`config.mk`:
```
export PLATFORM = sky130hd
export DESIGN_NAME = multicore_mem_arbiter
export DESIGN_NICKNAME = d
export VERILOG_FILES = /design/src/rtl/multicore_mem_arbiter.sv
export SDC_FILE = /design/constraint.sdc
export NUM_CORES = 1
export LEC_CHECK = 0
export CORE_AREA = 2 2 156 158
export CTS_BUF_LIST = sky130_fd_sc_hd__clkbuf_4 sky130_fd_sc_hd__clkbuf_8
export CTS_CLUSTER_SIZE = 24
export DETAILED_ROUTE_END_ITERATION = 10
export DIE_AREA = 0 0 158 160
export DONT_BUFFER_PORTS = 1
export PLACE_DENSITY = 0.51
export SLEW_MARGIN = 20
export SYNTH_ARGS = -nofsm -noshare
export SYNTH_HDL_FRONTEND = slang
export SYNTH_SLANG_ARGS = --single-unit
```
`constraint.sdc`:
```
create_clock -name clk -period 2.5 [get_ports clk]
set_input_delay 0.375 -clock clk [delete_from_list [all_inputs] [get_ports clk]]
set_output_delay 0.375 -clock clk [all_outputs]
set_load 0.005 [all_outputs]
```
`src/rtl/multicore_mem_arbiter.sv`:
```
// Round-robin arbiter: NUM_CORES requesters share one memory port,
// one transaction at a time, with a fixed number of wait states.
module multicore_mem_arbiter #(
  parameter int NUM_CORES   = 4,
  parameter int ADDR_W      = 32,
  parameter int DATA_W      = 32,
  parameter int WAIT_CYCLES = 2
) (
  input  logic                        clk,
  input  logic                        rst_n,
  input  logic [NUM_CORES-1:0]        req,
  input  logic [NUM_CORES-1:0]        we,
  input  logic [NUM_CORES*ADDR_W-1:0] addr,
  input  logic [NUM_CORES*DATA_W-1:0] wdata,
  output logic [NUM_CORES-1:0]        gnt,
  output logic [NUM_CORES-1:0]        done,
  output logic [DATA_W-1:0]           rdata,
  output logic [ADDR_W-1:0]           mem_addr,
  output logic [DATA_W-1:0]           mem_wdata,
  input  logic [DATA_W-1:0]           mem_rdata,
  output logic                        mrd,
  output logic                        mwr,
  output logic                        busy
);

  localparam int IDX_W = $clog2(NUM_CORES);
  localparam int CNT_W =
    (WAIT_CYCLES > 0) ? $clog2(WAIT_CYCLES + 1) : 1;

  typedef enum logic [1:0] {
    IDLE,
    ACCESS,
    RESP
  } state_e;

  state_e              state_q;
  logic [IDX_W-1:0]    last_q;
  logic [IDX_W-1:0]    sel_d;
  logic [CNT_W-1:0]    cnt_q;
  logic [NUM_CORES-1:0] gnt_q;
  logic [NUM_CORES-1:0] done_q;
  logic [DATA_W-1:0]   rdata_q;
  logic [ADDR_W-1:0]   maddr_q;
  logic [DATA_W-1:0]   mwdata_q;
  logic                mrd_q;
  logic                mwr_q;
  logic                busy_q;

  logic [ADDR_W-1:0] addr_a  [NUM_CORES];
  logic [DATA_W-1:0] wdata_a [NUM_CORES];

  for (genvar g = 0; g < NUM_CORES; g++) begin : g_split
    assign addr_a[g]  = addr[g*ADDR_W +: ADDR_W];
    assign wdata_a[g] = wdata[g*DATA_W +: DATA_W];
  end

  // Walk offsets from far to near so the closest requester after
  // last_q overwrites any farther one.
  always_comb begin
    sel_d = last_q;
    for (int i = NUM_CORES; i >= 1; i--) begin
      int               j;
      logic [IDX_W-1:0] k;
      j = int'(last_q) + i;
      if (j >= NUM_CORES) j = j - NUM_CORES;
      k = IDX_W'(j);
      if (req[k]) sel_d = k;
    end
  end

  always_ff @(posedge clk or negedge rst_n) begin
    if (!rst_n) begin
      state_q  <= IDLE;
      last_q   <= IDX_W'(NUM_CORES - 1);
      cnt_q    <= '0;
      gnt_q    <= '0;
      done_q   <= '0;
      rdata_q  <= '0;
      maddr_q  <= '0;
      mwdata_q <= '0;
      mrd_q    <= 1'b0;
      mwr_q    <= 1'b0;
      busy_q   <= 1'b0;
    end else begin
      unique case (state_q)
        IDLE: begin
          if (|req) begin
            state_q  <= ACCESS;
            last_q   <= sel_d;
            cnt_q    <= CNT_W'(WAIT_CYCLES);
            gnt_q    <= NUM_CORES'(1) << sel_d;
            maddr_q  <= addr_a[sel_d];
            mwdata_q <= we[sel_d] ? wdata_a[sel_d] : '0;
            mrd_q    <= !we[sel_d];
            mwr_q    <= we[sel_d];
            busy_q   <= 1'b1;
          end
        end
        ACCESS: begin
          if (cnt_q == '0) begin
            if (mrd_q) rdata_q <= mem_rdata;
            state_q  <= RESP;
            done_q   <= gnt_q;
            maddr_q  <= '0;
            mwdata_q <= '0;
            mrd_q    <= 1'b0;
            mwr_q    <= 1'b0;
          end else begin
            cnt_q <= cnt_q - CNT_W'(1);
          end
        end
        RESP: begin
          state_q <= IDLE;
          done_q  <= '0;
          gnt_q   <= '0;
          busy_q  <= 1'b0;
        end
        default: state_q <= IDLE;
      endcase
    end
  end

  assign gnt       = gnt_q;
  assign done      = done_q;
  assign rdata     = rdata_q;
  assign mem_addr  = maddr_q;
  assign mem_wdata = mwdata_q;
  assign mrd       = mrd_q;
  assign mwr       = mwr_q;
  assign busy      = busy_q;

endmodule

```
==> implementation parameters, run 1 <==
Parameter                              Value

CTS
  Clk_lat worst skew    0.44 ns
  Root buffer selected by CTS    clkbuf_8
  Inserted Clock Buffers    17
  Clock transition at the register clock pins on the worst setup and hold paths after CTS    0.08 ns
  Clock tree from TritonCTS    yes
  Number of buffers on the longest clock path    2
  Max H-tree Level    4
  Post-CTS setup buffer count    0
  Clock sink count    113

Detailed routing
  Total iterations of the first detailed-routing run    4
  Residual DRC count    0
  Wire length reported by the detailed router    21000 um
  Via count of the routed design    5444
  Number of routed nets with antenna violations    0
  Wire per inst    20.1 um
  Per-cell via count in the routed design    5.20
  Starting DRC count in detailed routing    357

Worst setup path
  Worst setup SP type    flip-flop
  Critical Path, Cell by Cell    mux2_2, o221ai_4, buf_12, nand2_1, a21oi_1, a211o_1
  Max Fanout on Critical Path    132
  Crit path required time    2.88 ns
  Largest stage delay, worst path    0.60 ns
  Register-to-register path setup slack    0.17 ns
  CP Class    reg2reg
  Endpoint arrival time on the critical path    2.72 ns
  Combined buffer and inverter count along the critical path    1
  Category of the worst setup path capture point    flip-flop
  Slowest stage cell, crit path    dfstp_2
  Top Family by Delay on Critical Path    compound AO/OA/AOI/OAI gates

Synth
  Main flop type after synthesis    dfrtp_1
  Count of flip-flops with a built-in enable after synthesis    0
  Top cell type by total area after synthesis    dfrtp_1
  Distinct cells, synth    41
  Leading cell types by total area after synthesis    dfrtp_1, nand2_1, a21oi_1, mux2_2, a32o_1
  Yosys warning count    0
  Register bit total from synthesis    113
  Synth top area share    0.444
  Instance count of the mapped netlist    736
  Seq/Total Area, Yosys    0.453
  Syn Area/Cell    8.50 sq um
  Mapped cell area    0.00625 sq mm
  Async set or reset register ratio after synthesis    1.00
  Syn_nets    1035

Global route
  Total global routing track utilization    0.162
  Number of antenna violations at the first check in global routing    1
  Largest net degree at the start of global routing    133
  Residual overflow from global routing    0
  Number of global-route vias before repair    5235
  Global-route wire length before repair    30700 um

Pwr
  Final Power    0.00974 W
  Logic pwr share    0.473
  Power dissipated by switching net loads    0.00441 W
  Flop pwr share    0.347
  Power Internal    0.00533 W
  Worst IR Drop VDD    0.000596 V
  Lkg Pwr    3.14 nW
  Switching part of the total power    0.453
  Part of the power in the clock network    0.180
  P per Cell Area    1410 mW/mm^2

Finish
  Post-route core utilization    0.290
  Share of layout cells above drive strength 1    0.129
  Synthesis-to-finish area growth    10.6%
  Cell Count, Final, Fillers Out    1047
  Non-Filler Cell Area, Final    0.00692 sq mm
  Number of nets in the finished design    1008

Hold path
  Hold Crit Class    in2async

Placed design
  Standard cell area after detailed placement    0.00650 sq mm
  Final weighted congestion in routability-driven placement    0.790
  PortBufs    0
  Number of instances in the placed design    1013
  Estimated wirelength of the detail-placed design    14400 um

Timing
  Hold Violations, Final    113
  Final setup viols    0
  Hold_ws    -0.378 ns
  Count of final max-slew check failures    0
  Normalized max-slew margin    0.509
  Clock skew after layout    0.0145 ns
  Unrepaired setup endpoints after global routing    no
  Post-route minimum period    2.33 ns
  Post-route clock period utilization    0.934
  Top achievable clock speed    428 MHz
  Actual slew at the worst max-slew pin    0.736 ns

Status
  Violations in the final reports    hold timing
  Result of the run    complete, but fails checks

Floorplanning
  Area of the core region    0.0238 sq mm
  # rows    57
  Die outline height    160 um
  Die Span X    158 um
  Io pins    405
  Starting utilization of the core area    0.263
  Die footprint    0.0253 sq mm

Flow run
  Max-Cap Viols    0
==> synthesized netlist by cell type, types with 3 or more instances <==
cell type,number
nand2_1,271
dfrtp_1,111
a21oi_1,99
mux2_2,34
a211o_1,32
a32o_1,32
nand3_1,32
buf_2,27
clkbuf_1,19
o21ai_0,11
buf_6,10
nor2_1,7
inv_1,6
nor2b_1,6
a31oi_1,4
a21o_1,3
==> what timing repair did <==
item,CTS,global route
gates cloned,1,0
gates resized for setup,1,3
hold endpoints to repair,113,113
endpoints found under the setup margin,24,59
==> worst reg2reg max path, stage by stage, from the launching register on <==
cell and delay (ns):
dfstp_2 0.60, mux2_2 0.39, o221ai_4 0.22, buf_12 0.44, nand2_1 0.22, a21oi_1 0.28
a211o_1 0.14
==> through the flow <==
step / TNS [ns] / setup slack (ns)
after floorplan: 0 / 0.450
after global placement: 0 / 0.0416
after detailed placement: -0.00377 / -0.00377
after CTS: 0 / 0.00966
after global routing: 0 / 0.0171
final: 0 / 0.165
==> kinds of logic (layout without fill, tap and decap cells) <==
logic type / after synthesis / count (layout) / share of synthesized area
compound gates: 191 / 192 / 0.210
fa+ha+maj: 1 / 1 / 0.00200
buf+inv: 65 / 50 / 0.0576
flops: 113 / 113 / 0.453
mux: 36 / 36 / 0.0644
other cells: 0 / 1 / 0
simple gates: 330 / 330 / 0.213
==> layer usage <==
metal  global-route usage  vias to the layer above  routed length [um]  part of all wire
met1                0.190                     2629                8400              0.40
met2                0.279                      284               10600              0.51
met5                    0                        -                   0                 0
met4               0.0618                        0                 471             0.022
met3               0.0442                       27                1480             0.071
li1                     -                     2504                   -                 -
==> sequential cells by signal, indices dropped and copies added, names as in the netlist <==
signal / flops
busy: 1
cnt_q: 2
done: 4
gnt: 4
last_q: 2
mem_addr: 32
mem_wdata: 32
mrd: 1
mwr: 1
rdata: 32
state_q: 2
==> layout make-up <==
class	count	area, sq um
fillers	2535	16900
repair buffers	12	156
clock inverters	15	149
well taps	324	405
diodes	1	2.50
multi-input cells	559	3120
flip-flops and latches	113	2830
inverters	6	22.5
clock buffers	17	234
==> worst paths after layout <==
path | to | cells past startpoint | from
max | mem_addr[3] | 6 | last_q[1]
min | mem_wdata[10] | 0 | rst_n
max reg2reg | mem_addr[3] | 6 | last_q[1]
min reg2reg | mem_addr[23] | 1 | mem_addr[23]
max in group asynchronous | last_q[1] | 0 | rst_n
min in group clk | rdata[0] | 1 | mem_rdata[0]
==> power by group through the flow <==
stage	sequential, W	clock (W)	combinational, W
6_report	0.00338	0.00175	0.00461
5_1_grt	0.00347	0.00193	0.00516
4_1_cts	0.00340	0.00185	0.00464
3_5_place_dp	0.00343	0	0.00458
3_3_place_gp	0.00343	0	0.00451
2_1_floorplan	0.00315	0	0.00368
==> layout by cell type, fill, tap and decap left out, types with 5 or more instances in the layout <==
cell type,synthesis,routed
a211o_1,32,32
a21oi_1,99,99
o21ai_0,11,11
nor2_1,7,6
mux2_2,34,34
nand2_1,271,271
clkbuf_8,0,17
buf_4,2,6
a32o_1,32,32
nand3_1,32,32
nor2b_1,6,6
inv_1,6,6
buf_12,0,5
dfrtp_1,111,111
Note: power is estimated with default switching activity, not from simulation.
==> inputs of run 2 (changes only) <==
--- a/config.mk
+++ b/config.mk
@@ -5,13 +5,16 @@
 export SDC_FILE = /design/constraint.sdc
 export NUM_CORES = 1
 export LEC_CHECK = 0
-export CORE_AREA = 2 2 156 158
+export CAP_MARGIN = 20
+export CELL_PAD_IN_SITES_DETAIL_PLACEMENT = 0
+export CELL_PAD_IN_SITES_GLOBAL_PLACEMENT = 1
+export CORE_AREA = 2 2 157 159
 export CTS_BUF_LIST = sky130_fd_sc_hd__clkbuf_4 sky130_fd_sc_hd__clkbuf_8
 export CTS_CLUSTER_SIZE = 24
 export DETAILED_ROUTE_END_ITERATION = 10
-export DIE_AREA = 0 0 158 160
+export DIE_AREA = 0 0 159 161
 export DONT_BUFFER_PORTS = 1
-export PLACE_DENSITY = 0.51
+export PLACE_DENSITY = 0.63
 export SLEW_MARGIN = 20
 export SYNTH_ARGS = -nofsm -noshare
 export SYNTH_HDL_FRONTEND = slang
==> run 2 against run 1 <==
Compared with the run above:
- the run still ends with hold timing left
- maximum frequency shrank 2.9%
- utilization grew 0.27 points
- hold slack gained 0.0089 ns
- critical path depth shrank 1
- wire length grew 3.7%
- sequential power is essentially flat
- critical endpoint is now mem_wdata[31]
- largest power group unchanged
==> implementation parameters, run 2 (synthesis gave the netlist of run 1 again) <==
Parameter                              Value

Status
  Result of the run    complete, but fails checks (unchanged)
  Violations in the final reports    hold timing (unchanged)

Detailed routing
  Routed length on met1    8400 um (about the same)
  Wire per inst    20.7 um (was 20.1 um)
  Residual DRC count    0 (unchanged)
  Per-cell via count in the routed design    5.17 (was 5.20)
  Top layer reached by signal wires    met4 (unchanged)
  Detailed route wirelength on metal3    1760 um (was 1480 um)
  Met2 routed wirelength    11200 um (was 10600 um)
  Number of routed nets with antenna violations    0 (unchanged)
  Starting DRC count in detailed routing    306 (was 357)
  Total iterations of the first detailed-routing run    6 (was 4)
  Via count of the routed design    5446 (was 5444)
  Wire length reported by the detailed router    21800 um (was 21000 um)

Finish
  Cell Count, Final, Fillers Out    1053 (was 1047)
  Most frequent cells in the layout    nand2_1, dfrtp_1, a21oi_1 (unchanged)
  Post-route core utilization    0.293 (was 0.290)
  Most common cell after layout, fill and taps aside    nand2_1 (unchanged)
  Number of nets in the finished design    1015 (was 1008)
  Share of layout cells above drive strength 1    0.136 (was 0.129)
  Synthesis-to-finish area growth    12.3% (was 10.6%)
  Number of diodes added for antenna fixing    0 (was 1)

Placed design
  Estimated wirelength of the detail-placed design    14900 um (was 14400 um)
  Number of instances in the placed design    1019 (was 1013)
  Final weighted congestion in routability-driven placement    0.766 (was 0.790)
  PortBufs    0 (unchanged)

Timing
  Setup TNS Final    0 ns (unchanged)
  Post-route minimum period    2.40 ns (was 2.33 ns)
  Unrepaired setup endpoints after global routing    no (unchanged)
  Normalized max-slew margin    0.345 (was 0.509)
  Clock skew after layout    0.0161 ns (was 0.0145 ns)
  Top achievable clock speed    416 MHz (was 428 MHz)
  Hold Violations, Final    113 (unchanged)
  Actual slew at the worst max-slew pin    0.981 ns (was 0.736 ns)
  Count of final max-slew check failures    0 (unchanged)
  Final setup viols    0 (unchanged)
  Post-route clock period utilization    0.962 (was 0.934)
  Hold_ws    -0.369 ns (was -0.378 ns)

Worst setup path
  Worst reg2reg startpoint    last_q[0] (was last_q[1])
  Source of the critical timing path    last_q[0] (was last_q[1])
  Depth of the most critical reg-to-reg path    5 (was 6)
  Endpoint arrival time on the critical path    2.72 ns (about the same)
  Register-to-register path setup slack    0.1 ns (was 0.17 ns)
  Category of the worst setup path capture point    flip-flop (unchanged)
  Critical path capture point    mem_wdata[31] (was mem_addr[3])
  Worst setup SP type    flip-flop (unchanged)
  Endpoint of the worst register-to-register path    mem_wdata[31] (was mem_addr[3])
  CP Class    reg2reg (unchanged)
  Crit path required time    2.81 ns (was 2.88 ns)
  Max Fanout on Critical Path    16 (was 132)

CTS
  Root buffer selected by CTS    clkbuf_8 (unchanged)
  Clk_lat worst skew    0.43 ns (was 0.44 ns)
  Clock transition at the register clock pins on the worst setup and hold paths after CTS    0.08 ns (about the same)
  Number of buffers on the longest clock path    2 (unchanged)
  Max H-tree Level    4 (unchanged)
  Clock sink count    113 (unchanged)
  Clock tree from TritonCTS    yes (unchanged)
  Post-CTS setup buffer count    0 (unchanged)
  Inserted Clock Buffers    17 (unchanged)

Floorplanning
  Area of the core region    0.0240 sq mm (was 0.0238 sq mm)
  Starting utilization of the core area    0.261 (was 0.263)
  # rows    57 (unchanged)
  Die outline height    161 um (was 160 um)
  Io pins    405 (unchanged)
  Die Span X    159 um (was 158 um)
  Die footprint    0.0256 sq mm (was 0.0253 sq mm)

Global route
  Number of antenna violations at the first check in global routing    0 (was 1)
  Number of global-route vias before repair    5421 (was 5235)
  Global-route wire length before repair    31700 um (was 30700 um)
  Total global routing track utilization    0.159 (was 0.162)
  Largest net degree at the start of global routing    133 (unchanged)
  Residual overflow from global routing    0 (unchanged)

Pwr
  Final Power    0.0101 W (was 0.00974 W)
  Lkg Pwr    3.20 nW (was 3.14 nW)
  P per Cell Area    1440 mW/mm^2 (was 1410 mW/mm^2)
  Worst IR Drop VDD    0.000757 V (was 0.000596 V)

Flow run
  Max-Cap Viols    0 (unchanged)

Hold path
  Hold Crit Class    in2async (unchanged)
## run 2: cell types whose count changed in the layout (fill, tap and decap cells not counted), sizes merged
| cell | delta |
|---|---|
| bufinv | +3 |
| clkbuf | +2 |
| inv | -2 |
| clkinv | -2 |
| buf | +6 |
| nor2 | +1 |
| diode | -1 |
| clkinvlp | -1 |
## run 2: stage by stage
| stage | area [sq um] | hold slack (ns) | setup WS, ns |
|---|---|---|---|
| after floorplan | 6250 | 0.0794 | 0.450 |
| after global placement | 6530 | 0.0828 | -0.000122 |
| after detailed placement | 6530 | 0.0830 | -0.0224 |
| after CTS | 6990 | -0.415 | -0.00977 |
| after global routing | 7020 | -0.431 | 0.0257 |
| final | 7020 | -0.369 | 0.0959 |
## run 2: repair_timing
item                                   in CTS  in global routing
gates cloned                                0                  2
pin swaps                                   0                  2
setup endpoints to repair                  14                 33
gates resized for setup                     0                  2
endpoints found under the hold margin     113                113
## run 2: layout make-up
type                            count  area (sq um)
Sequential cell                   113          2830
Inverter                            6          22.5
Fill cell                        2566         16900
Clock inverter                     13           199
Multi-Input combinational cell    560          3120
Clock buffer                       19           262
Timing Repair Buffer               18           185
Tap cell                          324           405
## run 2: worst min path at each step
stage	endpoint	slack [ns]	cells after the start
floorplan	busy	0.08	0
global placement	mem_wdata[4]	0.08	0
detailed placement	mem_wdata[6]	0.08	0
CTS	mem_wdata[4]	-0.42	0
global route	mem_addr[0]	-0.43	0
finish	mem_wdata[4]	-0.37	0
## run 2: worst max-delay path, cell delays in order, from the launching register on
cell and delay (ns):
dfstp_2 0.57, or2b_1 0.27, a31oi_4 0.21, mux2i_1 0.61, o22ai_4 0.33, a32o_1 0.31
## run 2: per-layer routing
metal	GRT usage	vias to the layer above
met5	0	-
li1	-	2505
met1	0.177	2621
met2	0.286	298
met3	0.0521	22
met4	0.0550	0
## run 2: power by group
part           internal (W)  switching, W
Clock               0.00116      0.000901
Sequential          0.00267      0.000720
Combinational       0.00185       0.00281
==> inputs of run 3 (changes only) <==
--- a/config.mk
+++ b/config.mk
@@ -15,6 +15,7 @@
 export DIE_AREA = 0 0 159 161
 export DONT_BUFFER_PORTS = 1
 export PLACE_DENSITY = 0.63
+export SETUP_SLACK_MARGIN = 0.3
 export SLEW_MARGIN = 20
 export SYNTH_ARGS = -nofsm -noshare
 export SYNTH_HDL_FRONTEND = slang
==> run 3 against run 2 <==
Compared with the run above:
- the flow still finishes with violations (hold timing)
- non-clock buffer count rose by 28
- combinational power increased by 29%
- final cell count grew 2.8%
- maximum frequency is 7.0% higher
- register-to-register slack improved by 0.16 ns
- global-route usage grew 1.7 points
- wire length up 17%
- clock power barely moved
- critical endpoint unchanged
- largest power group unchanged
- highest routed layer unchanged
==> implementation parameters, run 3 (synthesis gave the netlist of run 1 again) <==
Parameter                              Value

Global route
  Global-route wire length before repair    34300 um (was 31700 um)
  Number of antenna violations at the first check in global routing    1 (was 0)
  Residual overflow from global routing    0 (unchanged)
  Largest net degree at the start of global routing    114 (was 133)
  Number of global-route vias before repair    5631 (was 5421)
  Total global routing track utilization    0.176 (was 0.159)

Detailed routing
  Starting DRC count in detailed routing    358 (was 306)
  Residual DRC count    0 (unchanged)
  Via count of the routed design    5742 (was 5446)
  Wire per inst    23.6 um (was 20.7 um)
  Total iterations of the first detailed-routing run    5 (was 6)
  Wire length reported by the detailed router    25500 um (was 21800 um)
  Number of routed nets with antenna violations    0 (unchanged)
  Per-cell via count in the routed design    5.31 (was 5.17)

Floorplanning
  # rows    57 (unchanged)
  Die outline height    161 um (unchanged)
  Die footprint    0.0256 sq mm (unchanged)
  Starting utilization of the core area    0.261 (unchanged)
  Area of the core region    0.0240 sq mm (unchanged)
  Die Span X    159 um (unchanged)
  Io pins    405 (unchanged)

Finish
  Most frequent cells in the layout    nand2_1, dfrtp_1, a21oi_1 (unchanged)
  Synthesis-to-finish area growth    22.5% (was 12.3%)
  Cell Count, Final, Fillers Out    1082 (was 1053)
  Most common cell after layout, fill and taps aside    nand2_1 (unchanged)
  Post-route core utilization    0.320 (was 0.293)
  Share of layout cells above drive strength 1    0.205 (was 0.136)
  Number of nets in the finished design    1043 (was 1015)

Timing
  Hold_ws    -0.369 ns (about the same)
  Top achievable clock speed    445 MHz (was 416 MHz)
  Hold Violations, Final    113 (unchanged)
  Unrepaired setup endpoints after global routing    yes (was no)
  Count of final max-slew check failures    0 (unchanged)
  Normalized max-slew margin    0.283 (was 0.345)
  Actual slew at the worst max-slew pin    1.07 ns (was 0.981 ns)
  Clock skew after layout    0.0167 ns (was 0.0161 ns)
  Post-route minimum period    2.25 ns (was 2.40 ns)
  Final setup viols    0 (unchanged)
  Post-route clock period utilization    0.899 (was 0.962)

Worst setup path
  Slowest stage cell, crit path    dfstp_2 (was mux2i_1)
  Endpoint arrival time on the critical path    2.57 ns (was 2.72 ns)
  Category of the worst setup path capture point    flip-flop (unchanged)
  Worst setup SP type    flip-flop (unchanged)
  Most used cell along the critical path    buf_6
  Crit path required time    2.82 ns (was 2.81 ns)
  CP Class    reg2reg (unchanged)
  Max Fanout on Critical Path    10 (was 16)
  Critical Path, Cell by Cell    or2b_1, a31oi_4, buf_6, mux2i_4, buf_6, o22ai_4, buf_6, a32o_1 (was or2b_1, a31oi_4, mux2i_1, o22ai_4, a32o_1)
  Register-to-register path setup slack    0.25 ns (was 0.1 ns)
  Largest stage delay, worst path    0.56 ns (was 0.61 ns)

Pwr
  Power dissipated by switching net loads    0.00505 W (was 0.00443 W)
  Power Internal    0.00644 W (was 0.00568 W)
  Part of the power in the clock network    0.180 (was 0.204)
  Lkg Pwr    3.46 nW (was 3.20 nW)
  Logic pwr share    0.525 (was 0.461)
  Worst IR Drop VDD    0.000641 V (was 0.000757 V)
  Flop pwr share    0.295 (was 0.335)
  P per Cell Area    1500 mW/mm^2 (was 1440 mW/mm^2)
  Switching part of the total power    0.440 (was 0.438)

Status
  Violations in the final reports    hold timing (unchanged)
  Result of the run    complete, but fails checks (unchanged)

CTS
  Clk_lat worst skew    0.43 ns (about the same)
  Root buffer selected by CTS    clkbuf_8 (unchanged)
  Clock tree from TritonCTS    yes (unchanged)
  Clock transition at the register clock pins on the worst setup and hold paths after CTS    0.08 ns (about the same)
  Inserted Clock Buffers    17 (unchanged)
  Number of buffers on the longest clock path    2 (unchanged)
  Max H-tree Level    4 (unchanged)
  Clock sink count    113 (unchanged)

Placed design
  Estimated wirelength of the detail-placed design    14900 um (unchanged)
  PortBufs    0 (unchanged)
  Final weighted congestion in routability-driven placement    0.766 (unchanged)
  Number of instances in the placed design    1019 (unchanged)

Flow run
  Max-Cap Viols    0 (unchanged)

Hold path
  Hold Crit Class    in2async (unchanged)
==> run 3: cell types whose count changed in the layout (fill, tap and decap cells not counted), moves of 4 or more <==
cell	before	now
buf_6	0	8
buf_12	4	8
buf_16	0	4
a21oi_2	0	19
buf_4	14	19
a21oi_1	99	77
clkbuf_16	0	6
==> run 3: final timing paths <==
| path | end | depth (start not counted) | start |
|---|---|---|---|
| worst max-delay path | mem_wdata[31] | 8 | last_q[0] |
| worst min-delay path | mem_wdata[4] | 0 | rst_n |
| worst max register to register | mem_wdata[31] | 8 | last_q[0] |
| worst min register to register | mem_addr[21] | 1 | mem_addr[21] |
| max in group asynchronous | last_q[0] | 0 | rst_n |
| min in group clk | rdata[11] | 1 | mem_rdata[11] |
==> run 3: repair_timing <==
action,in CTS,in global routing
hold endpoints to repair,113,113
pin swaps,3,27
setup endpoints to repair,67,66
resized for setup,10,52
cloned,4,6
buffers inserted,4,16
==> run 3: per-stage QoR <==
stage	setup WS (ns)	instance area, sq um	total power (W)	setup TNS [ns]
finish	0.253	7660	0.0115	0
global route	0.189	7660	0.0123	0
CTS	0.244	7160	0.0107	0
detailed placement	-0.0224	6530	0.00805	-0.0224
global placement	-0.000122	6530	0.00801	-0.000122
floorplan	0.450	6250	0.00683	0
==> run 3: cell type report <==
type | instances | area, sq um
clock buffer | 19 | 262
multi-input combinational | 560 | 3270
sequential | 113 | 2830
antenna | 1 | 2.50
inverter | 6 | 22.5
timing repair buffer | 46 | 668
clock inverter | 13 | 199
fill | 2524 | 16300
tap | 324 | 405
==> run 3: layer usage <==
metal	up-vias	routed length (um)	track usage
li1	2568	-	-
met1	2800	9690	0.197
met2	331	13200	0.316
met3	43	1950	0.0519
met4	0	728	0.0686
met5	-	0	0
==> run 3: power by group through the flow <==
stage	clock network [W]	logic, W	registers, W
2_1_floorplan	0	0.00368	0.00315
3_3_place_gp	0	0.00457	0.00344
3_5_place_dp	0	0.00462	0.00343
4_1_cts	0.00214	0.00512	0.00340
6_report	0.00207	0.00603	0.00339
5_1_grt	0.00223	0.00656	0.00348
==> run 3: critical path, delay by kind of cell (launching register included) <==
| family | cells | cell delay, ns |
|---|---|---|
| flops | 1 | 0.56 |
| mux | 1 | 0.26 |
| buf+inv | 3 | 0.46 |
| simple gates | 1 | 0.27 |
| compound gates | 3 | 0.58 |
